`src/rtl/oam_dma_ctrl.sv`:
```
// oam_dma_ctrl: halts the CPU and copies XFER_LEN bytes from page {data,8'h00} to the OAM data port.
// Optional define OAM_DMA_CYCLE_CNT_EN adds o_DMA_CYCLES (halted cycles of the last completed DMA).
module oam_dma_ctrl #(
    parameter logic [15:0] DMA_REG_ADDR = 16'h4014,
    parameter logic [15:0] DEST_ADDR    = 16'h2004,
    parameter int          XFER_LEN     = 256
) (
    input  logic        i_CLK,
    input  logic        i_RST,
    input  logic [15:0] i_CPU_ADDR,
    input  logic [7:0]  i_CPU_DATA,
    input  logic        i_CPU_R_WN,
    output logic        o_CPU_HALT,
    output logic [15:0] o_ADDR,
    output logic [7:0]  o_DATA,
    output logic        o_R_WN,
    input  logic [7:0]  i_DATA,
    output logic        o_BUSY
`ifdef OAM_DMA_CYCLE_CNT_EN
    ,
    output logic [15:0] o_DMA_CYCLES
`endif
);
    typedef enum logic [2:0] {IDLE, HALT, ALIGN, READ, WRITE} state_t;
    state_t      state_q, state_d;
    logic        parity_q, parity_d;
    logic [7:0]  page_q, page_d;
    logic [7:0]  idx_q, idx_d;
    logic [7:0]  data_q, data_d;
    logic        last;
`ifdef OAM_DMA_CYCLE_CNT_EN
    logic [15:0] cnt_q, cnt_d;
    logic [15:0] cyc_q, cyc_d;
    assign o_DMA_CYCLES = cyc_q;
`endif
    // 9-bit compare so XFER_LEN=256 terminates at index 8'hFF
    assign last = ({1'b0, idx_q} == 9'(XFER_LEN - 1));
    always_comb begin
        state_d    = state_q;
        parity_d   = ~parity_q;
        page_d     = page_q;
        idx_d      = idx_q;
        data_d     = data_q;
        o_CPU_HALT = (state_q != IDLE);
        o_BUSY     = (state_q != IDLE);
        o_ADDR     = i_CPU_ADDR;
        o_DATA     = i_CPU_DATA;
        o_R_WN     = i_CPU_R_WN;
`ifdef OAM_DMA_CYCLE_CNT_EN
        cnt_d      = (state_q == IDLE) ? 16'd0 : cnt_q + 16'd1;
        cyc_d      = (state_q == WRITE && last) ? cnt_q + 16'd1 : cyc_q;
`endif
        case (state_q)
            IDLE: begin
                if (!i_CPU_R_WN && i_CPU_ADDR == DMA_REG_ADDR) begin
                    page_d  = i_CPU_DATA;
                    idx_d   = 8'd0;
                    state_d = HALT;
                end
            end
            HALT, ALIGN: begin
                o_R_WN  = 1'b1;
                o_DATA  = 8'h00;
                // reads must start on an even cycle: parity_q=1 now means 0 next cycle
                state_d = (state_q == ALIGN || parity_q) ? READ : ALIGN;
            end
            READ: begin
                o_ADDR  = {page_q, idx_q};
                o_DATA  = 8'h00;
                o_R_WN  = 1'b1;
                data_d  = i_DATA;
                state_d = WRITE;
            end
            WRITE: begin
                o_ADDR  = DEST_ADDR;
                o_DATA  = data_q;
                o_R_WN  = 1'b0;
                idx_d   = last ? idx_q : idx_q + 8'd1;
                state_d = last ? IDLE : READ;
            end
            default: state_d = IDLE;
        endcase
    end
    always_ff @(posedge i_CLK) begin
        if (i_RST) begin
            state_q  <= IDLE;
            parity_q <= 1'b0;
            page_q   <= 8'h00;
            idx_q    <= 8'h00;
            data_q   <= 8'h00;
`ifdef OAM_DMA_CYCLE_CNT_EN
            cnt_q    <= 16'd0;
            cyc_q    <= 16'd0;
`endif
        end else begin
            state_q  <= state_d;
            parity_q <= parity_d;
            page_q   <= page_d;
            idx_q    <= idx_d;
            data_q   <= data_d;
`ifdef OAM_DMA_CYCLE_CNT_EN
            cnt_q    <= cnt_d;
            cyc_q    <= cyc_d;
`endif
        end
    end
endmodule

```
`config.mk`:
```
export PLATFORM = sky130hd
export DESIGN_NAME = oam_dma_ctrl
export DESIGN_NICKNAME = d
export VERILOG_FILES = /design/src/rtl/oam_dma_ctrl.sv
export SDC_FILE = /design/constraint.sdc
export NUM_CORES = 1
export LEC_CHECK = 0
export ABC_AREA = 1
export BUFFER_PORTS_ARGS = -buffer_cell sky130_fd_sc_hd__buf_4
export CAP_MARGIN = 20
export CORE_MARGIN = 2
export CORE_UTILIZATION = 50
export DETAILED_ROUTE_END_ITERATION = 8
export PLACE_DENSITY = 0.81
export SYNTH_ARGS = -nofsm -noshare
export SYNTH_HDL_FRONTEND = slang
export SYNTH_SLANG_ARGS = --single-unit
```
`constraint.sdc`:
```
create_clock -name i_CLK -period 2.5 [get_ports i_CLK]
set_input_delay 0.25 -clock i_CLK [delete_from_list [all_inputs] [get_ports i_CLK]]
set_output_delay 0.25 -clock i_CLK [all_outputs]
set_load 0.1 [all_outputs]
```
# Word level (Yosys, flattened, before mapping)
# Index checks and enable logic that the tools add are counted.
[word_totals]
inputBits = 35
word_cells = 35
ff_bits = 28
out_inout_bits = 27
[op_classes]
add_sub_neg = 1
n_reduce_logical = 10
mux = 10
bitwise = 1
n_eq_ne = 8
[op_table]
columns = ["cell", "count"]
rows = [
  ["$pmux 16 s2", 1],
  ["$pmux 8 s2", 2],
  ["$eq 16x15->1 const B", 1],
  ["$mux 8", 2],
  ["$pmux 3 s4", 1],
  ["$add 8x1->8 const B", 1],
  ["$eq 8x8->1 const B", 1],
  ["$eq 3x2->1 const B", 2],
  ["$ne 2x2->1 const B", 2],
  ["$eq 3x1->1 const B", 1],
  ["$eq 3x3->1 const B", 1],
  ["$logic_not 3->1", 1],
  ["$mux 3", 1],
  ["$reduce_and 3->1", 1],
  ["$reduce_bool 3->1", 1],
  ["$reduce_or 3->1", 1],
  ["$mux 2", 1],
  ["$pmux 1 s2", 1],
  ["$reduce_and 2->1", 1],
  ["$reduce_bool 2->1", 1],
  ["$reduce_or 2->1", 1],
  ["$logic_and 1x1->1", 1],
  ["$logic_not 1->1", 1],
  ["$logic_or 1x1->1", 1],
  ["2 further kinds", 2],
]

# Depth between registers and ports, before layout
# Gate-level depths: netlist of the first run.
[depth]
word_depth = 4
ltp_mapped = 9
mapped_depth_nobuf = 8

# Worst setup path before layout of the first run
# OpenSTA, ideal clock, no wires.
[synth_timing]
kind = "register to output"
from = "register state_q[0]"
to = "output port o_ADDR[11]"
path_buffers = 1
path_stages_with_launch = 6
setup_slack_ns = -0.763
t_required_ns = 2.250
arrival_ns = 3.013
cell_sequence = "dfxtp_1 > nand2_1 > nor2_2 > inv_1 > buf_2 > o21ai_0"
[synth_between]
elab_chain_cells = 2
elab_cells_between_ends = 3
cone_classes = "2 x eq/ne; 1 x mux"
[synth_rtl]
columns = ["item", "line", "source"]
rows = [
  ["from (decl)", "25", "state_t state_q, state_d;"],
  ["from (signal assigned)", "96", "state_q <= state_d;"],
  ["$eq 3x3->1 / $eq 3x2->1 (equally long branches)", "53", "case (state_q)"],
  ["$pmux 16 s2 (*)", "53", ""],
  ["to (decl)", "14", "output logic [15:0] o_ADDR,"],
]
# Mark *: on every way between the ends. The rest lies on a longest branch, timed or not.

# Final worst setup path of the first run
[layout_timing]
from = "register state_q[0]"
to = "output port o_ADDR[4]"
# Same word-level chain as after synthesis.

==> results by group, run 1 <==
Timing
  – Final worst slack: 252 ps
  – Final Hold Fails: 0
  – Max Fclk: 445 MHz
  – Worst-Margin Slew: 301 ps
  – Slew Limit Fails: 0
  – Final setup fails: 0
  – RSZ-0062 raised after global routing: false
  – Max Clock Skew: 6.23 ps
  – Relative slew margins: 79.9%
  – Setup_tns: 0 ps
  – Period utilization: 89.9%
  – Final Critical Period: 2250 ps

Finish
  – Antenna cells: 0
  – P&R area growth vs syn: 31.9%
  – Reg area: 561 um^2
  – Final instance area: 2140 um^2
  – Fillers: 301
  – Final Net Count: 345
  – Multi-input logic area: 890 um^2
  – Share of cells above drive strength 1: 28.6%

Setup path
  – Family with the most delay on the worst path: buffers and inverters
  – Startpoint types: flop
  – CP peak stage delay: 420 ps
  – Maximum fanout along the worst path: 20
  – CP Buf/Inv Count: 4
  – Crit-path slowest cell: dfxtp_1
  – Arrival time worst endpoint: 2000 ps
  – CP most frequent cell: buf_4
  – Critical path capture point type: output pin
  – Worst Setup Path Type: reg -> out
  – Req. time, crit path: 2250 ps
  – CP Cell Sequence: nand2_1, nor2_2, buf_4, inv_1, buf_4, o22ai_1, buf_4

Routing
  – Per-cell routed wire length: 12.2 um
  – Final WL: 4290 um
  – DR iter-0 viols: 131
  – First-pass DRT Iterations: 4
  – DRC: 0
  – Drt via density: 5.03
  – Vias: 1770
  – ANT nets after route: 0

GRT
  – Largest net degree at the start of global routing: 26
  – Antenna violations before repair: 0
  – Gr usage total: 24.6%
  – Grt ovf: 0
  – First-pass GRT wire length: 6800 um
  – Vias in the first global route: 1560

Synthesis
  – Sequential share of the synthesized area: 34.6%
  – Syn avg cell area: 6.46 um^2
  – Post-synth EDFFs: 0
  – Post-synth top area cell: dfxtp_1
  – Ys flop type: dfxtp_1
  – Syn_nets: 287
  – Synth cell types: 27
  – Synth Instances: 251
  – Area of the mapped netlist: 1620 um^2
  – Ys Warns: 0
  – Async S/R FF share, synth: 0%
  – Top-area cell type share of the netlist area: 34.6%
  – Synthesis-stage register bit count: 28
  – Synth area leaders: dfxtp_1 35%, nand2_1 12%, nor2_1 11%, nand3_1 7.4%, inv_1 6.0%

Floorplan
  – Die width: 61.0 um
  – Die H: 61.0 um
  – Starting density of the core: 52.7%
  – Core Region: 3080 um^2
  – Full die area: 3710 um^2
  – # IOs: 62
  – Core Rows: 20

Clock tree
  – CTS H-tree lvls: 1
  – Post-CTS Setup Bufs: 0
  – Clock-pin slew on the worst setup and hold paths: 150 ps
  – Worst-Skew Late Latency: 330 ps
  – CTS root buf: clkbuf_4
  – Number of CTS-inserted buffers: 3
  – Hold buffer count at cts: 0
  – Clock sink count: 28
  – Post-cts sizing count: 0
  – CTS tree: built
  – Clock Path Buffers: 2

Power and ir drop
  – Total leakage power: 1.05 nW
  – Power Density: 618 nW/um^2
  – Worst vdd ir: 0.548 mV

Status
  – Outcome: finished clean

Place
  – DP Wirelength: 3200 um
  – PortBufs: 61
  – Area after DPL: 2100 um^2
  – Placer Congestion: 0.804
  – Setup WS pre-CTS: 642 ps

Hold path
  – Hold crit path type: in -> reg

Flow run
  – Max-Cap Viols: 0
## cell type report
type                            instances  share of cell area (%)
Timing Repair Buffer                   64                    22.5
Inverter                               31                    5.44
Clock buffer                            4                    1.70
Multi-Input combinational cell        181                    41.6
Tap cell                               44                    2.57
Sequential cell                        28                    26.2
## routing by layer
layer  part of all wire [%]  track usage, %  up-vias
met3                    8.2            2.77        4
met2                     47            41.6       66
met1                     44            33.4      784
met4                   0.96            6.52        0
met5                      0               0        -
li1                       -               -      916
## worst reg2reg max path: cells and delay by family (launching register included)
family	cells	cell delay, ps
fa+ha+maj	1	200
simple gates	6	770
compound gates	1	60
flops	1	420
## registers in the layout (all words and copies together) (netlist names)
name,cells
data_q,8
parity_q,1
state_q,3
idx_q,8
page_q,8
## worst paths after layout
| check | startpoint | endpoint | slack [ps] | cells after the start |
|---|---|---|---|---|
| setup / recovery | state_q[0] | o_ADDR[4] | 250 | 7 |
| hold / removal | i_DATA[6] | data_q[6] | 120 | 3 |
| hold reg to reg | parity_q | parity_q | 420 | 1 |
| setup reg to reg | idx_q[1] | idx_q[5] | 950 | 8 |
## placed cells by master, fill, tap and decap left out, types with 2 or more instances in the layout
master	n
nand3_1	24
inv_2	4
o21ai_2	4
nor3b_1	4
buf_4	64
xor2_1	2
dfxtp_1	28
nor2_2	4
nor2_4	2
nor3b_2	2
a21oi_1	9
nand4_1	3
o21ai_1	6
clkbuf_4	3
nand2_1	52
nor2_1	46
inv_1	26
o22ai_1	6
o21ai_0	11
## cell usage after synthesis (all sizes together) (2+ instances only)
library cell and n:
nand2 53, nor2 52, inv 30, dfxtp 28
nand3 25, o21ai 21, a21oi 9, buf 8
nor3b 6, o22ai 6, clkbuf 3, nand4 3
xor2 2
## through the flow
stage | power, W | util (%) | hold slack [ps] | instances
finish | 0.00132 | 69.5 | 122 | 352
global route | 0.00138 | 69.5 | 108 | 352
CTS | 0.00134 | 69.5 | 112 | 352
detailed placement | 0.00111 | 68.3 | 405 | 348
global placement | 0.00110 | 68.3 | 409 | 348
floorplan | 0.000958 | - | 385 | 251
## cell families after synthesis
| kind of cell | count (synthesis) | synth area share [%] |
|---|---|---|
| and+or+nand+nor | 141 | 39.7 |
| buffers and inverters | 42 | 11.8 |
| AOI/OAI and AO/OA | 37 | 12.0 |
| DFF | 28 | 34.6 |
| xor gates and xnor gates | 2 | 1.08 |
| adders and majority gates | 1 | 0.771 |
## report_power, final
part,total (W),internal [W],switching [W]
clock,0.000225,0.0000893,0.000136
sequential,0.000462,0.000455,0.00000692
combinational,0.000634,0.000135,0.000499
total,0.00132,0.000679,0.000642
(Power assumes the default switching activity.)
==> run 2: changes to the inputs <==
- CTS_BUF_LIST: unset -> sky130_fd_sc_hd__clkbuf_8
- CTS_CLUSTER_SIZE: unset -> 28
==> run 2 against run 1 <==
Power is 4.2% higher; clock skew fell by 4.3 ps; largest power group unchanged; sequential share of layout area fell by 0.23 points; global-route usage up 0.31 points; maximum frequency is 3.4% higher; core utilization rose by 0.61 points; die area did not move; sequential power hardly changed; design area is 0.88% higher; hold slack improved by 71 ps.
==> results by group, run 2 (same netlist as run 1, synthesis figures left out) <==
Power and ir drop
  – Worst vdd ir: 0.477 mV (-13%)
  – Total power: 0.00138 W (+4.2%)
  – Power Density: 638 nW/um^2 (+3.3%)
  – Total leakage power: 1.06 nW (+0.74%)

Routing
  – Final WL: 4340 um (+1.2%)
  – Vias: 1745 (-1.4%)
  – Drt via density: 4.96 (-1.4%)
  – Per-cell routed wire length: 12.3 um (+1.2%)
  – First-pass DRT Iterations: 4 (unchanged)
  – ANT nets after route: 0 (unchanged)
  – DRC: 0 (unchanged)
  – DR iter-0 viols: 99 (-24%)

Timing
  – Worst-Margin Slew: 304 ps (+3.46 ps)
  – Max Clock Skew: 1.97 ps (-4.26 ps)
  – Setup_tns: 0 ps (unchanged)
  – Max Fclk: 460 MHz (+3.4%)
  – Period utilization: 86.9% (-3.0 points)
  – Final worst slack: 326 ps (+74.9 ps)
  – Slew Limit Fails: 0 (unchanged)
  – Final Critical Period: 2170 ps (-74.9 ps)
  – Final setup fails: 0 (unchanged)
  – Relative slew margins: 79.7% (-0.23 points)
  – Final Hold Fails: 0 (unchanged)
  – RSZ-0062 raised after global routing: false

Place
  – PortBufs: 61 (unchanged)
  – Placer Congestion: 0.804 (unchanged)
  – Setup WS pre-CTS: 642 ps (unchanged)
  – DP Wirelength: 3200 um (unchanged)
  – Placed cells: 348 (unchanged)

Setup path
  – CP Buf/Inv Count: 4 (unchanged)
  – Crit-path slowest cell: dfxtp_1
  – Startpoint types: flop
  – Worst Setup Path Type: reg -> out
  – Arrival time worst endpoint: 1920 ps (-80 ps)
  – Maximum fanout along the worst path: 20 (unchanged)
  – CP Cell Sequence: nand2_1, nor2_2, buf_4, inv_1, buf_4, o22ai_1, buf_4
  – Critical path capture point type: output pin
  – CP most frequent cell: buf_4
  – CP peak stage delay: 400 ps (-20 ps)
  – Family with the most delay on the worst path: buffers and inverters
  – Req. time, crit path: 2250 ps (about the same)
  – Register-to-register setup slack: 940 ps (about the same)

Finish
  – P&R area growth vs syn: 33.0%
  – Final Net Count: 345 (unchanged)
  – Most frequent cells in the layout: 64 x buf_4, 52 x nand2_1, 46 x nor2_1, 28 x dfxtp_1, 26 x inv_1
  – Final std cells w/o fill: 352 (unchanged)
  – Share of cells above drive strength 1: 28.6% (unchanged)
  – Antenna cells: 0 (unchanged)
  – Final core occ: 70.1% (+0.61 points)
  – Most common cell after layout, fill and taps aside: buf_4
  – Largest regs: data_q (8), idx_q (8), page_q (8)

Clock tree
  – CTS H-tree lvls: 1 (unchanged)
  – Post-CTS Setup Bufs: 0 (unchanged)
  – CTS tree: built
  – Hold buffer count at cts: 0 (unchanged)
  – CTS root buf: clkbuf_8
  – Clock-pin slew on the worst setup and hold paths: 100 ps (-50 ps)
  – Clock Path Buffers: 2 (unchanged)
  – Worst-Skew Late Latency: 270 ps (-60 ps)
  – Post-cts sizing count: 0 (unchanged)
  – Clock sink count: 28 (unchanged)
  – Number of CTS-inserted buffers: 3 (unchanged)

Floorplan
  – Core Region: 3080 um^2 (unchanged)
  – Die H: 61.0 um (unchanged)
  – Full die area: 3710 um^2 (unchanged)
  – Core Rows: 20 (unchanged)
  – # IOs: 62 (unchanged)
  – Starting density of the core: 52.7% (unchanged)
  – Die width: 61.0 um (unchanged)

GRT
  – Grt ovf: 0 (unchanged)
  – First-pass GRT wire length: 6910 um (+1.5%)
  – Largest net degree at the start of global routing: 26 (unchanged)
  – Vias in the first global route: 1588 (+1.8%)
  – Antenna violations before repair: 0 (unchanged)
  – Gr usage total: 24.9% (+0.31 points)

Status
  – Outcome: finished clean

Hold path
  – Hold crit path type: in -> reg

Flow run
  – Max-Cap Viols: 0 (unchanged)
[run 2: changes by cell type in the layout (fill, tap and decap cells not counted)]
| cell | previous run | this run |
|---|---|---|
| clkbuf_4 | 3 | 0 |
| clkbuf_8 | 1 | 4 |
[run 2: layout make-up]
cell class | count | area, um^2
flip-flops and latches | 28 | 561
clock buffers | 4 | 55.1
repair buffers | 64 | 480
multi-input cells | 181 | 890
inverters | 31 | 116
fillers | 299 | 921
well taps | 44 | 55.1
[run 2: worst register-to-register path, stage by stage (launching register included)]
cell,delay (ps)
dfxtp_1,410
ha_1,200
nand2_1,110
nor2_2,110
nand2_1,120
nand2_2,210
nand2_1,140
nand2_1,90
a21oi_1,60
[run 2: per-stage QoR]
step | cell area [um^2] | hold slack, ps
6_report | 2160 | 193
4_1_cts | 2160 | 194
3_3_place_gp | 2100 | 409
2_1_floorplan | 1640 | 385
5_1_grt | 2160 | 193
3_5_place_dp | 2100 | 405
[run 2: per-layer routing]
layer | GRT usage (%) | share of wire [%]
met5 | 0 | 0
met4 | 5.59 | 0.44
met3 | 3.41 | 9.1
met2 | 43.2 | 45
met1 | 33.0 | 45
[run 2: power breakdown]
group / internal [W] / switching (W) / total (W)
sequential: 0.000454 / 0.00000690 / 0.000461
combinational: 0.000135 / 0.000499 / 0.000634
clock: 0.000141 / 0.000141 / 0.000282
total: 0.000730 / 0.000646 / 0.00138
[run 2: final timing paths]
kind	from	to	cells after the start
worst max-delay path	state_q[0]	o_ADDR[4]	7
worst min-delay path	i_DATA[6]	data_q[6]	3
worst max register to register	idx_q[1]	idx_q[5]	8
worst min register to register	parity_q	parity_q	1
